`src/rtl/mem_arb_pkg.sv`:
```
// mem_arb_pkg
//   Shared definitions for the memory access arbiter:
//   - arb_state_t : access sequencer states.
//   - DEF_DATA_W / DEF_ADDR_W : default word and address widths
//     (these match the 4x8 memory_system).
//   - REQ_A / REQ_B : requester identifiers used by the arbiter and
//     the round-robin pointer.
package mem_arb_pkg;

  localparam int DEF_DATA_W = 8;
  localparam int DEF_ADDR_W = 2;

  localparam logic REQ_A = 1'b0;
  localparam logic REQ_B = 1'b1;

  typedef enum logic [2:0] {
    IDLE   = 3'd0,
    SETUP  = 3'd1,
    STROBE = 3'd2,
    SAMPLE = 3'd3,
    HOLD   = 3'd4,
    DONE   = 3'd5
  } arb_state_t;

endpackage

```
`src/rtl/mem_access_arbiter_if.sv`:
```
// mem_access_arbiter_if
//   Bundles the two requester handshakes and the memory_system bus.
//   Modports:
//     slave  : arbiter side (consumes requests, drives acks, rdata,
//              busy and the memory address/data/store lines)
//     master : requester/memory side (drives requests and mem_rdata)
//   Signals:
//     a_req/a_we/a_addr/a_wdata, a_ack : requester A handshake
//     b_req/b_we/b_addr/b_wdata, b_ack : requester B handshake
//     rdata, busy                      : read result, sequencer activity
//     mem_addr/mem_data/mem_store      : to memory_system
//     mem_rdata                        : word at mem_addr from memory_system
interface mem_access_arbiter_if #(
  parameter int DATA_W = 8,
  parameter int ADDR_W = 2
);

  logic              a_req;
  logic              a_we;
  logic [ADDR_W-1:0] a_addr;
  logic [DATA_W-1:0] a_wdata;
  logic              a_ack;

  logic              b_req;
  logic              b_we;
  logic [ADDR_W-1:0] b_addr;
  logic [DATA_W-1:0] b_wdata;
  logic              b_ack;

  logic [DATA_W-1:0] rdata;
  logic              busy;

  logic [ADDR_W-1:0] mem_addr;
  logic [DATA_W-1:0] mem_data;
  logic              mem_store;
  logic [DATA_W-1:0] mem_rdata;

  modport slave (
    input  a_req, a_we, a_addr, a_wdata,
    input  b_req, b_we, b_addr, b_wdata,
    output a_ack, b_ack, rdata, busy,
    output mem_addr, mem_data, mem_store,
    input  mem_rdata
  );

  modport master (
    output a_req, a_we, a_addr, a_wdata,
    output b_req, b_we, b_addr, b_wdata,
    input  a_ack, b_ack, rdata, busy,
    input  mem_addr, mem_data, mem_store,
    output mem_rdata
  );

endinterface

```
`src/rtl/rr_arbiter2.sv`:
```
// rr_arbiter2
//   Two-way round-robin pick with a last-grant pointer.
//   Ports:
//     clk, reset : clock, synchronous active-high reset
//     req_a/b    : request lines
//     grant_en   : a grant is being taken this cycle (pointer updates)
//     gnt_valid  : at least one request present
//     gnt_id     : winning requester (REQ_A / REQ_B)
//   On a tie the requester not granted last wins; after reset the
//   pointer reads "B granted last" so A takes the first tie.
module rr_arbiter2
  import mem_arb_pkg::*;
(
  input  logic clk,
  input  logic reset,
  input  logic req_a,
  input  logic req_b,
  input  logic grant_en,
  output logic gnt_valid,
  output logic gnt_id
);

  logic last_id;

  always_comb begin
    gnt_valid = req_a | req_b;
    gnt_id    = REQ_A;
    if (req_a && req_b) begin
      gnt_id = (last_id == REQ_A) ? REQ_B : REQ_A;
    end else if (req_b) begin
      gnt_id = REQ_B;
    end
  end

  always_ff @(posedge clk) begin
    if (reset) begin
      last_id <= REQ_B;
    end else if (grant_en && gnt_valid) begin
      last_id <= gnt_id;
    end
  end

endmodule

```
`src/rtl/mem_access_arbiter.sv`:
```
// mem_access_arbiter
//   Shares the store-strobed memory_system between requesters A and B.
//   Round-robin arbitration; each access is sequenced as
//   SETUP -> STROBE x STROBE_CYCLES -> HOLD -> DONE (write) or
//   SETUP -> SAMPLE -> DONE (read), so address and data are stable
//   around the level-sensitive store pulse.
//   Ports:
//     clk, reset          : clock, synchronous active-high reset
//     bus (slave modport) : requester handshakes, rdata, busy, memory bus
//     a_grants, b_grants  : per-requester grant counts
//   Build option MEM_ARB_STATS_EN: when defined, a_grants/b_grants count
//   grants (saturating at 255, cleared by reset); otherwise both are 0.
module mem_access_arbiter
  import mem_arb_pkg::*;
#(
  parameter int DATA_W        = DEF_DATA_W,
  parameter int ADDR_W        = DEF_ADDR_W,
  parameter int STROBE_CYCLES = 1
) (
  input  logic                 clk,
  input  logic                 reset,
  mem_access_arbiter_if.slave  bus,
  output logic [7:0]           a_grants,
  output logic [7:0]           b_grants
);

  localparam logic [3:0] STROBE_LAST = 4'(STROBE_CYCLES - 1);

  arb_state_t        state, state_nxt;
  logic [3:0]        strobe_cnt;
  logic              gnt_valid;
  logic              gnt_id;
  logic              grant_take;
  logic              cur_id;
  logic              cur_we;
  logic [ADDR_W-1:0] addr_r;
  logic [DATA_W-1:0] data_r;
  logic [DATA_W-1:0] rdata_r;

  assign grant_take = (state == IDLE) && gnt_valid;

  rr_arbiter2 u_rr (
    .clk       (clk),
    .reset     (reset),
    .req_a     (bus.a_req),
    .req_b     (bus.b_req),
    .grant_en  (state == IDLE),
    .gnt_valid (gnt_valid),
    .gnt_id    (gnt_id)
  );

  always_ff @(posedge clk) begin
    if (reset) begin
      state <= IDLE;
    end else begin
      state <= state_nxt;
    end
  end

  always_comb begin
    state_nxt = state;
    case (state)
      IDLE:         if (gnt_valid) state_nxt = SETUP;
      SETUP:        state_nxt = cur_we ? STROBE : SAMPLE;
      STROBE:       if (strobe_cnt == STROBE_LAST) state_nxt = HOLD;
      HOLD, SAMPLE: state_nxt = DONE;
      DONE:         state_nxt = IDLE;
      default:      state_nxt = IDLE;
    endcase
  end

  // Counts completed strobe cycles; cleared whenever not strobing.
  always_ff @(posedge clk) begin
    if (reset) begin
      strobe_cnt <= '0;
    end else if (state == STROBE) begin
      strobe_cnt <= strobe_cnt + 4'd1;
    end else begin
      strobe_cnt <= '0;
    end
  end

  // Grant stage: latch winner's fields. The memory bus is driven straight
  // from these registers, so it holds its last value through IDLE.
  always_ff @(posedge clk) begin
    if (reset) begin
      cur_id  <= REQ_A;
      cur_we  <= 1'b0;
      addr_r  <= '0;
      data_r  <= '0;
      rdata_r <= '0;
    end else begin
      if (grant_take) begin
        cur_id <= gnt_id;
        if (gnt_id == REQ_B) begin
          cur_we <= bus.b_we;
          addr_r <= bus.b_addr;
          data_r <= bus.b_wdata;
        end else begin
          cur_we <= bus.a_we;
          addr_r <= bus.a_addr;
          data_r <= bus.a_wdata;
        end
      end
      // Sample stage: capture read word; writes never touch rdata.
      if (state == SAMPLE) begin
        rdata_r <= bus.mem_rdata;
      end
    end
  end

  assign bus.mem_addr  = addr_r;
  assign bus.mem_data  = data_r;
  assign bus.mem_store = (state == STROBE);
  assign bus.busy      = (state != IDLE);
  assign bus.a_ack     = (state == DONE) && (cur_id == REQ_A);
  assign bus.b_ack     = (state == DONE) && (cur_id == REQ_B);
  assign bus.rdata     = rdata_r;

`ifdef MEM_ARB_STATS_EN
  logic [7:0] a_cnt;
  logic [7:0] b_cnt;

  function automatic logic [7:0] sat_inc(input logic [7:0] v);
    return (v == 8'hFF) ? v : v + 8'd1;
  endfunction

  always_ff @(posedge clk) begin
    if (reset) begin
      a_cnt <= '0;
      b_cnt <= '0;
    end else if (grant_take) begin
      if (gnt_id == REQ_B) begin
        b_cnt <= sat_inc(b_cnt);
      end else begin
        a_cnt <= sat_inc(a_cnt);
      end
    end
  end

  assign a_grants = a_cnt;
  assign b_grants = b_cnt;
`else
  assign a_grants = '0;
  assign b_grants = '0;
`endif

endmodule
```
`src/flat_wrapper.sv`:
```
// flat-port wrapper written by rule: the top's interface ports become plain ports
module mem_access_arbiter_flat import mem_arb_pkg::*;
#(
  parameter int DATA_W        = DEF_DATA_W,
  parameter int ADDR_W        = DEF_ADDR_W,
  parameter int STROBE_CYCLES = 1
)
  (clk, reset, a_grants, b_grants, bus_a_req, bus_a_we, bus_a_addr, bus_a_wdata, bus_b_req, bus_b_we, bus_b_addr, bus_b_wdata, bus_a_ack, bus_b_ack, bus_rdata, bus_busy, bus_mem_addr, bus_mem_data, bus_mem_store, bus_mem_rdata);
  mem_access_arbiter_if #(.DATA_W(DATA_W), .ADDR_W(ADDR_W)) bus_i ();
  input  logic clk;
  input  logic reset;
  output logic [7:0] a_grants;
  output logic [7:0] b_grants;
  input wire logic [$bits(bus_i.a_req)-1:0] bus_a_req;
  input wire logic [$bits(bus_i.a_we)-1:0] bus_a_we;
  input wire logic [$bits(bus_i.a_addr)-1:0] bus_a_addr;
  input wire logic [$bits(bus_i.a_wdata)-1:0] bus_a_wdata;
  input wire logic [$bits(bus_i.b_req)-1:0] bus_b_req;
  input wire logic [$bits(bus_i.b_we)-1:0] bus_b_we;
  input wire logic [$bits(bus_i.b_addr)-1:0] bus_b_addr;
  input wire logic [$bits(bus_i.b_wdata)-1:0] bus_b_wdata;
  output wire logic [$bits(bus_i.a_ack)-1:0] bus_a_ack;
  output wire logic [$bits(bus_i.b_ack)-1:0] bus_b_ack;
  output wire logic [$bits(bus_i.rdata)-1:0] bus_rdata;
  output wire logic [$bits(bus_i.busy)-1:0] bus_busy;
  output wire logic [$bits(bus_i.mem_addr)-1:0] bus_mem_addr;
  output wire logic [$bits(bus_i.mem_data)-1:0] bus_mem_data;
  output wire logic [$bits(bus_i.mem_store)-1:0] bus_mem_store;
  input wire logic [$bits(bus_i.mem_rdata)-1:0] bus_mem_rdata;
  assign bus_i.a_req = bus_a_req;
  assign bus_i.a_we = bus_a_we;
  assign bus_i.a_addr = bus_a_addr;
  assign bus_i.a_wdata = bus_a_wdata;
  assign bus_i.b_req = bus_b_req;
  assign bus_i.b_we = bus_b_we;
  assign bus_i.b_addr = bus_b_addr;
  assign bus_i.b_wdata = bus_b_wdata;
  assign bus_a_ack = bus_i.a_ack;
  assign bus_b_ack = bus_i.b_ack;
  assign bus_rdata = bus_i.rdata;
  assign bus_busy = bus_i.busy;
  assign bus_mem_addr = bus_i.mem_addr;
  assign bus_mem_data = bus_i.mem_data;
  assign bus_mem_store = bus_i.mem_store;
  assign bus_i.mem_rdata = bus_mem_rdata;
  mem_access_arbiter #(.DATA_W(DATA_W), .ADDR_W(ADDR_W), .STROBE_CYCLES(STROBE_CYCLES)) u_core (.clk(clk), .reset(reset), .bus(bus_i), .a_grants(a_grants), .b_grants(b_grants));
endmodule
```
`config.mk`:
```
export PLATFORM = sky130hd
export DESIGN_NAME = mem_access_arbiter_flat
export DESIGN_NICKNAME = d
export VERILOG_FILES = /design/src/rtl/mem_arb_pkg.sv /design/src/rtl/mem_access_arbiter_if.sv /design/src/rtl/rr_arbiter2.sv /design/src/rtl/mem_access_arbiter.sv /design/src/flat_wrapper.sv
export SDC_FILE = /design/constraint.sdc
export NUM_CORES = 1
export LEC_CHECK = 0
export BUFFER_PORTS_ARGS = -buffer_cell sky130_fd_sc_hd__clkbuf_2
export CORE_MARGIN = 2
export CORE_UTILIZATION = 44
export CTS_CLUSTER_SIZE = 24
export DETAILED_ROUTE_END_ITERATION = 10
export GPL_TIMING_DRIVEN = 0
export PLACE_DENSITY = 0.76
export RECOVER_POWER = 25
export SYNTH_ARGS = -nofsm -noshare
export SYNTH_HDL_FRONTEND = slang
export SYNTH_SLANG_ARGS = --single-unit
export TNS_END_PERCENT = 20
```
`constraint.sdc`:
```
create_clock -name clk -period 2.1 [get_ports clk]
set_input_delay 0.315 -clock clk [delete_from_list [all_inputs] [get_ports clk]]
set_output_delay 0.315 -clock clk [all_outputs]
set_load 0.01 [all_outputs]
```
; Word level (Yosys, flattened, before mapping)
; Cells that the tools add are included.
[classes]
n_mux = 10
bitwise_logic = 3
n_addsub = 1
n_reduce_logical = 10
eq_ne = 7
[op_table]
columns = op, n
row1 = $pmux 3 s4, 1
row2 = $mux 8, 1
row3 = $eq 3x2->1 const B, 2
row4 = $eq 3x3->1 const B, 2
row5 = $mux 3, 2
row6 = $mux 1, 5
row7 = $add 4x1->4 const B, 1
row8 = $logic_and 1x1->1, 4
row9 = $logic_not 4->1, 1
row10 = $ne 2x1->1 const B, 2
row11 = $reduce_or 2->1, 2
row12 = $eq 3x1->1 const B, 1
row13 = $logic_not 3->1, 1
row14 = $reduce_bool 3->1, 1
row15 = $mux 2, 1
row16 = $not 1->1, 2
row17 = $reduce_and 2->1, 1
row18 = $or 1x1->1, 1
[word_totals]
in_bits = 34
output_inout_bits = 38
reg_bits = 28
elab_cells = 39

; Logic depth before layout (Yosys ltp)
; Gate-level depths: netlist (run 1).
[logic_depth]
word_depth = 3
ltp_mapped = 5

; Cells and area by module
; Synthesis (run 1) repeated with hierarchy kept, for this count alone.
[hier_totals]
cells_unflattened = 143
area_unflattened_um2 = 1391.3
[by_module_without_submodules]
columns = mod, area_each_um2, seq_area_each_um2, n_inst, cells_per_inst
row1 = mem_access_arbiter, 1335.0, 540.5, 1, 137
row2 = rr_arbiter2, 56.3, 20.0, 1, 6

; Worst setup path before layout (run 1)
; OpenSTA, ideal clock, no wires.
[synth_timing]
kind = flip-flop to flip-flop
from = register u_core.state[2]
to = register u_core.addr_r[0] (netlist: u_core.bus.mem_addr[0])
path_stages_with_launch = 6
slack_ns = 0.541
required_ns = 1.997
arrival_ns = 1.456
path_cell_list = dfxtp_1 -> nor3_4 -> inv_2 -> or3_4 -> buf_6 -> a222oi_1
[synth_between]
elab_chain_len = 2
[synth_rtl]
columns = element, line_no
row1 = from (decl), mem_access_arbiter.sv:29  ; arb_state_t state, state_nxt;
row2 = from (signal assigned), mem_access_arbiter.sv:56  ; state <= state_nxt;
row3 = $logic_not 3->1, mem_access_arbiter.sv:40  ; assign grant_take = (state == IDLE) && gnt_valid;
row4 = $logic_and 1x1->1, mem_access_arbiter.sv:40
row5 = to (signal assigned), mem_access_arbiter.sv:97  ; addr_r <= bus.b_addr;
row6 = to (signal assigned), mem_access_arbiter.sv:101  ; addr_r <= bus.a_addr;
row7 = to (decl), mem_access_arbiter.sv:36  ; logic [ADDR_W-1:0] addr_r;
; Every way passes these cells.
; A chain may end at the register's enable or synchronous reset.

; Worst setup path after layout (run 1)
; Same ends and word-level chain as after synthesis.

==> results.py, run 1 <==
metrics = {
    "synth": {
        "netlist.area_leader.share_pct": 40.3,
        "yosys-top-cells-area": "dfxtp_1, buf_4, a222oi_1",
        "synthesis.area_sq_mm": 0.00139,
        "synth-edff-count": 0,
        "syn-mean-instance-area_sq_um": 8.85,
        "syn_inst": 157,
        "synth_seq_cells": 28,
        "synth_warnings": 0,
        "synth-main-ff-cell": "dfxtp_1",
        "ys_async_sr_fraction_pct": 0,
        "yosysSeqAreaShare_pct": 40.3,
        "synth_area_leader_cell": "dfxtp_1",
        "synth.distinct_cells": 37,
    },
    "setup_path": {
        "critPathTopFamily": "simple AND/OR/NAND/NOR gates",
        "start_kind": "register",
        "startpoint": "u_core.state[2]",
        "endpoint_kind": "register",
        "critical-path-max-stage-delay_ps": 410,
        "arrival_ps": 1930,
        "worst-path-buf-inv": 2,
        "crit_slowest_cell": "dfxtp_1",
        "reg2reg_from": "u_core.state[2]",
        "path_cells": "nor3_4 -> inv_2 -> or3_4 -> buf_6 -> a222oi_1",
        "worstSetupPathType": "reg -> reg",
        "worst-path-max-fanout": 10,
        "required_ps": 2330,
    },
    "global_route": {
        "grt_pass1_vias": 1161,
        "grt_antenna_before_repair": 0,
        "grt_max_degree": 17,
        "grt_use_total_pct": 16.8,
        "grt_pass1_wl_um": 4650,
        "grt_overflow_total": 0,
    },
    "clock_tree": {
        "cts-htree-levels": 1,
        "numCtsBuffers": 3,
        "cts_tree": "built",
        "cts_buffer_depth": 2,
        "post_cts_resized": 0,
        "hold_buffers": 0,
        "clkLatencyLatePin_ps": 320,
        "ctsRootBufferMaster": "clkbuf_4",
        "postCtsSetupBuffers": 0,
        "path_clk_slew_ps": 150,
        "cts_num_sinks": 28,
    },
    "sta": {
        "max_freq_mhz": 588,
        "hold_violations": 0,
        "slew-limit-headroom_pct": 58.0,
        "fin_setup_tns_ps": 0,
        "drv_slew": 0,
        "worst_clock_skew_ps": 2.52,
        "rsz0062_at_grt": "false",
        "finalSetupViolations": 0,
        "tightest_slew_ps": 627,
        "fin_crit_ps": 1700,
        "period_share_pct": 81.0,
        "fin_ws_ps": 398,
    },
    "route": {
        "drc": 0,
        "via_count": 1220,
        "dr.pass1.iters": 4,
        "viasPerCell": 4.45,
        "drtIter0Drc": 71,
        "wire_per_inst_um": 9.97,
        "routed_wl_um": 2730,
        "final_antenna_net_count": 0,
    },
    "cells_and_area": {
        "layout_common_cells": "clkbuf_2, dfxtp_1, inv_1",
        "layout-drive-gt1-share_pct": 30.4,
        "area_growth_pct": 30.2,
        "final_nets": 267,
        "final_core_util_pct": 59.8,
        "final_common_cell": "clkbuf_2",
        "antenna_cells": 0,
        "n_fill_cell": 300,
    },
    "floorplan": {
        "rows": 20,
        "die_area_sq_mm": 0.00362,
        "core_sq_mm": 0.00303,
        "pin_count": 72,
        "die_w_um": 60.2,
        "start_util_pct": 45.9,
        "dieHeight_um": 60.2,
    },
    "min_path": {
        "hp-start": "bus_b_addr[1]",
        "hp-class": "in -> reg",
    },
    "placement": {
        "io_buffers": 54,
        "routabilityCongestion": 0.749,
        "place_ws_ps": 416,
        "dp_hpwl_um": 2130,
    },
    "run": {
        "drv_cap": 0,
    },
    "power_and_ir_drop": {
        "ir_worst_vdd_mv": 0.442,
        "leakagePower_nw": 0.975,
        "power_density_mw_per_mm2": 942,
    },
    "run_status": {
        "outcome": "complete, no violations",
    },
}
-- layout make-up --
| type | count | area (sq um) | share of cell area [%] |
|---|---|---|---|
| plain buffers | 23 | 155 | 8.58 |
| well taps | 44 | 55.1 | 3.04 |
| multi-input cells | 95 | 633 | 35.0 |
| flip-flops and latches | 28 | 561 | 31.0 |
| repair buffers | 54 | 255 | 14.1 |
| clock inverters | 1 | 30.0 | 1.66 |
| clock buffers | 3 | 22.5 | 1.24 |
| inverters | 26 | 97.6 | 5.39 |
-- worst register-to-register path, stage by stage (launching register included) --
cell and delay [ps]:
dfxtp_1 410, nor3_4 280, inv_2 90, or3_4 380
buf_6 150, a222oi_1 300
-- cell usage after synthesis (2+ instances only) --
cell type	instances
nand2b_1	12
ha_1	2
a222oi_1	10
dfxtp_1	28
buf_4	16
nor2b_1	4
clkbuf_1	5
nor3_1	2
nand2_1	3
inv_1	25
nor2_1	16
mux2i_1	8
and3_1	2
-- path summary, 6_finish.rpt --
path	endpoint	slack [ps]	cells after the start
worst max-delay path	u_core.bus.mem_addr[0]	400	5
worst min-delay path	u_core.bus.mem_addr[1]	200	3
worst max register to register	u_core.bus.mem_addr[0]	400	5
worst min register to register	u_core.strobe_cnt[0]	480	1
-- registers in the layout (all words and copies together), names as in the netlist --
name	cells
u_core.u_rr.last_id	1
u_core.bus.rdata	8
u_core.state	3
u_core.strobe_cnt	4
u_core.bus.mem_data	8
u_core.bus.mem_addr	2
u_core.cur_id	1
u_core.cur_we	1
-- kinds of logic after synthesis --
group	after synthesis	synth area share, %
other	1	0.270
flip-flops	28	40.3
adder cells (fa/ha/maj)	2	1.80
multiplexers	8	5.76
XOR/XNOR	2	1.26
buffers and inverters	49	18.2
AND/OR/NAND/NOR	49	20.5
AO/OA/AOI/OAI	18	11.9
-- through the flow --
step	cell area (sq um)	power (W)	hold slack [ps]	cells
floorplan	1450	0.00118	430	172
global placement	1770	0.00138	446	270
detailed placement	1770	0.00139	455	270
CTS	1820	0.00174	187	274
global route	1810	0.00183	171	274
finish	1810	0.00170	197	274
-- per-layer routing --
metal / track usage [%] / part of all wire, % / vias up
li1: - / - / 636
met1: 20.9 / 46 / 537
met2: 27.8 / 46 / 45
met3: 4.11 / 7.5 / 2
met4: 6.35 / 0.59 / 0
met5: 0 / 0 / -
-- report_power, final --
part	switching (W)	internal, W	total, W	leakage, nW
combinational	0.000325	0.000279	0.000604	0.717
sequential	0.0000862	0.000664	0.000750	0.230
clock	0.000157	0.000193	0.000350	0.0279
Note: power is estimated with default switching activity, not from simulation.
==> run 2, diff against run 1 <==
ABC_AREA = 1   (was not set)
CORE_UTILIZATION = 41   (was 44)
PLACE_DENSITY = 0.74   (was 0.76)
clock period = 1.5 ns   (was 2.1 ns; I/O delays follow)
==> results.py, run 2 <==
metrics = {
    "run_status": {
        "outcome": "complete, no violations",
    },
    "sta": {
        "fin_crit_ps": 1410,
        "fin_setup_tns_ps": 0,
        "drv_slew": 0,
        "rsz0062_at_grt": "true",
        "period_share_pct": 94.0,
        "worst_clock_skew_ps": 2.55,
        "max_freq_mhz": 709,
        "hold_violations": 0,
        "finalSetupViolations": 0,
    },
    "setup_path": {
        "critPathTopFamily": "flip-flops",
        "path_cells": "buf_4 -> nor2_4 -> nand2_4 -> clkbuf_2",
        "r2r_cells": 8,
        "required_ps": 1270,
        "r2r-end": "u_core.bus.mem_data[6]",
        "worst-path-buf-inv": 2,
        "crit_slowest_cell": "dfxtp_4",
        "r2r_slack_ps": 190,
        "start_kind": "register",
        "arrival_ps": 1190,
        "critical-path-max-stage-delay_ps": 390,
        "reg2reg_from": "u_core.state[0]",
        "endpoint_kind": "output pin",
        "worst-path-max-fanout": 5,
        "worstSetupPathType": "reg -> out",
    },
    "route": {
        "drtIter0Drc": 44,
        "drc": 0,
        "viasPerCell": 4.27,
        "dr.pass1.iters": 4,
        "wire_per_inst_um": 9.16,
        "via_count": 1414,
        "final_antenna_net_count": 0,
        "routed_wl_um": 3030,
    },
    "global_route": {
        "grt_overflow_total": 0,
        "grt_pass1_vias": 1332,
        "grt_use_met3_pct": 2.86,
        "grt_use_total_pct": 16.1,
        "grt_max_degree": 16,
        "use_met2_pct": 29.2,
        "grt_pass1_wl_um": 5380,
        "grt_busiest_layer": "met2",
        "grt_util_met1_pct": 19.3,
        "grt_antenna_before_repair": 0,
    },
    "min_path": {
        "hp-start": "reset",
        "hold_end": "u_core.state[0]",
        "holdPathStages": 2,
        "hp-class": "in -> reg",
    },
    "floorplan": {
        "die_area_sq_mm": 0.00404,
        "rows": 21,
        "core_sq_mm": 0.00336,
        "die_w_um": 63.5,
        "dieHeight_um": 63.5,
        "pin_count": 72,
        "start_util_pct": 43.2,
    },
    "power_and_ir_drop": {
        "p_clk_share_pct": 17.5,
        "swShare_pct": 34.8,
        "ir_worst_vdd_mv": 0.608,
        "combPwrFrac_pct": 36.6,
        "power_density_mw_per_mm2": 1070,
        "leakagePower_nw": 1.07,
        "switchingPower_w": 0.000713,
        "p_seq_share_pct": 46.0,
        "power_w": 0.00205,
        "p_int_w": 0.00133,
    },
    "synth": {
        "yosys-top-cells-area": "dfxtp_1, nor2_1, nand2_1",
        "syn_inst": 209,
        "ys_async_sr_fraction_pct": 0,
        "syn-mean-instance-area_sq_um": 6.95,
        "synthesis.area_sq_mm": 0.00145,
        "synth.distinct_cells": 24,
        "yosysSeqAreaShare_pct": 38.6,
        "synth_warnings": 0,
        "yosysMostFrequentCell": "nor2_1",
        "synth_common_cells": "nor2_1, nand2_1, dfxtp_1",
        "synth_seq_cells": 28,
        "synth_area_leader_cell": "dfxtp_1",
        "netlist.area_leader.share_pct": 38.6,
        "synth-edff-count": 0,
        "synth-main-ff-cell": "dfxtp_1",
    },
    "placement": {
        "dp_hpwl_um": 2370,
        "dp.cells": 325,
        "routabilityCongestion": 0.796,
        "io_buffers": 55,
    },
    "cells_and_area": {
        "layout-drive-gt1-share_pct": 36.8,
        "final_common_cell": "clkbuf_2",
        "final_nets": 322,
        "final_cell_count_no_fill": 331,
        "antenna_cells": 0,
        "area_growth_pct": 32.0,
        "n_fill_cell": 359,
        "layout_common_cells": "clkbuf_2, nor2_1, nand2_1",
    },
    "run": {
        "drv_cap": 0,
    },
    "clock_tree": {
        "cts-htree-levels": 1,
        "numCtsBuffers": 3,
        "clkLatencyLatePin_ps": 310,
        "ctsRootBufferMaster": "clkbuf_4",
        "cts_num_sinks": 28,
        "path_clk_slew_ps": 140,
        "cts_buffer_depth": 2,
        "cts_tree": "built",
    },
}
[run 2: cell types whose count changed in the layout (fill, tap and decap cells not counted), moves of 8 or more]
| cell | before | now |
|---|---|---|
| a222oi_1 | 10 | 0 |
| o21ai_1 | 0 | 10 |
| nand2_1 | 3 | 36 |
| mux2i_1 | 8 | 0 |
| nand2b_1 | 12 | 0 |
| nor2_1 | 16 | 49 |
| clkbuf_2 | 42 | 54 |
| clkbuf_1 | 17 | 1 |
| o21ai_0 | 0 | 9 |
| nor2_2 | 0 | 10 |
[run 2: metal layers]
layer / up-vias / part of all wire (%)
met4: 0 / 0.63
met2: 37 / 48
li1: 764 / -
met1: 611 / 46
met3: 2 / 5.8
met5: - / 0
[run 2: area by class of cell]
class / instances / area (sq um) / area share (%)
multi-input combinational: 153 / 712 / 37.1
tap: 46 / 57.6 / 3.00
clock buffer: 4 / 36.3 / 1.89
inverter: 21 / 83.8 / 4.37
buffer: 22 / 170 / 8.88
timing repair buffer: 57 / 290 / 15.1
sequential: 28 / 567 / 29.6
[run 2: worst max path at each step]
| stage | from | to | slack, ps | cells past startpoint |
|---|---|---|---|---|
| after floorplan | u_core.state[1] | u_core.bus.mem_addr[0] | 380 | 7 |
| final | u_core.state[0] | bus_busy | 90 | 4 |
| after CTS | u_core.state[2] | bus_mem_store | 50 | 4 |
| after global routing | u_core.state[0] | bus_a_ack | -10 | 5 |
| after detailed placement | u_core.state[1] | u_core.bus.rdata[0] | 250 | 5 |
| after global placement | u_core.state[1] | u_core.bus.rdata[7] | 260 | 5 |
[run 2: through the flow]
stage	setup slack [ps]	instance area, sq um	util, %	hold slack (ps)
4_1_cts	46.3	1880	56.0	105
5_1_grt	-10.6	1920	57.0	98.5
6_report	89.6	1920	57.0	112
2_1_floorplan	380	1510	-	294
3_3_place_gp	263	1840	54.8	442
3_5_place_dp	246	1840	54.8	448
[run 2: repair_timing]
action	4_1_cts	5_1_grt
pin swaps	0	2
resized for setup	2	10
setup endpoints to repair	2	4
cloned	0	0
hold buffers	0	0
buffers inserted	0	2
[run 2: power groups by stage]
stage               Combinational (W)  Sequential [W]  Clock [W]
detailed placement           0.000720        0.000947          0
global route                 0.000842        0.000961   0.000408
global placement             0.000713        0.000944          0
floorplan                    0.000467        0.000977          0
finish                       0.000749        0.000941   0.000358
CTS                          0.000724        0.000933   0.000372
[run 2: cells by family (layout without fill, tap and decap cells)]
group	Yosys count	in the layout	synth area share (%)
AO/OA/AOI/OAI	23	23	8.18
AND/OR/NAND/NOR	111	111	33.5
buffers and inverters	43	104	17.1
adder cells (fa/ha/maj)	2	2	1.72
other	1	16	0.258
XOR/XNOR	1	1	0.603
flip-flops	28	28	38.6
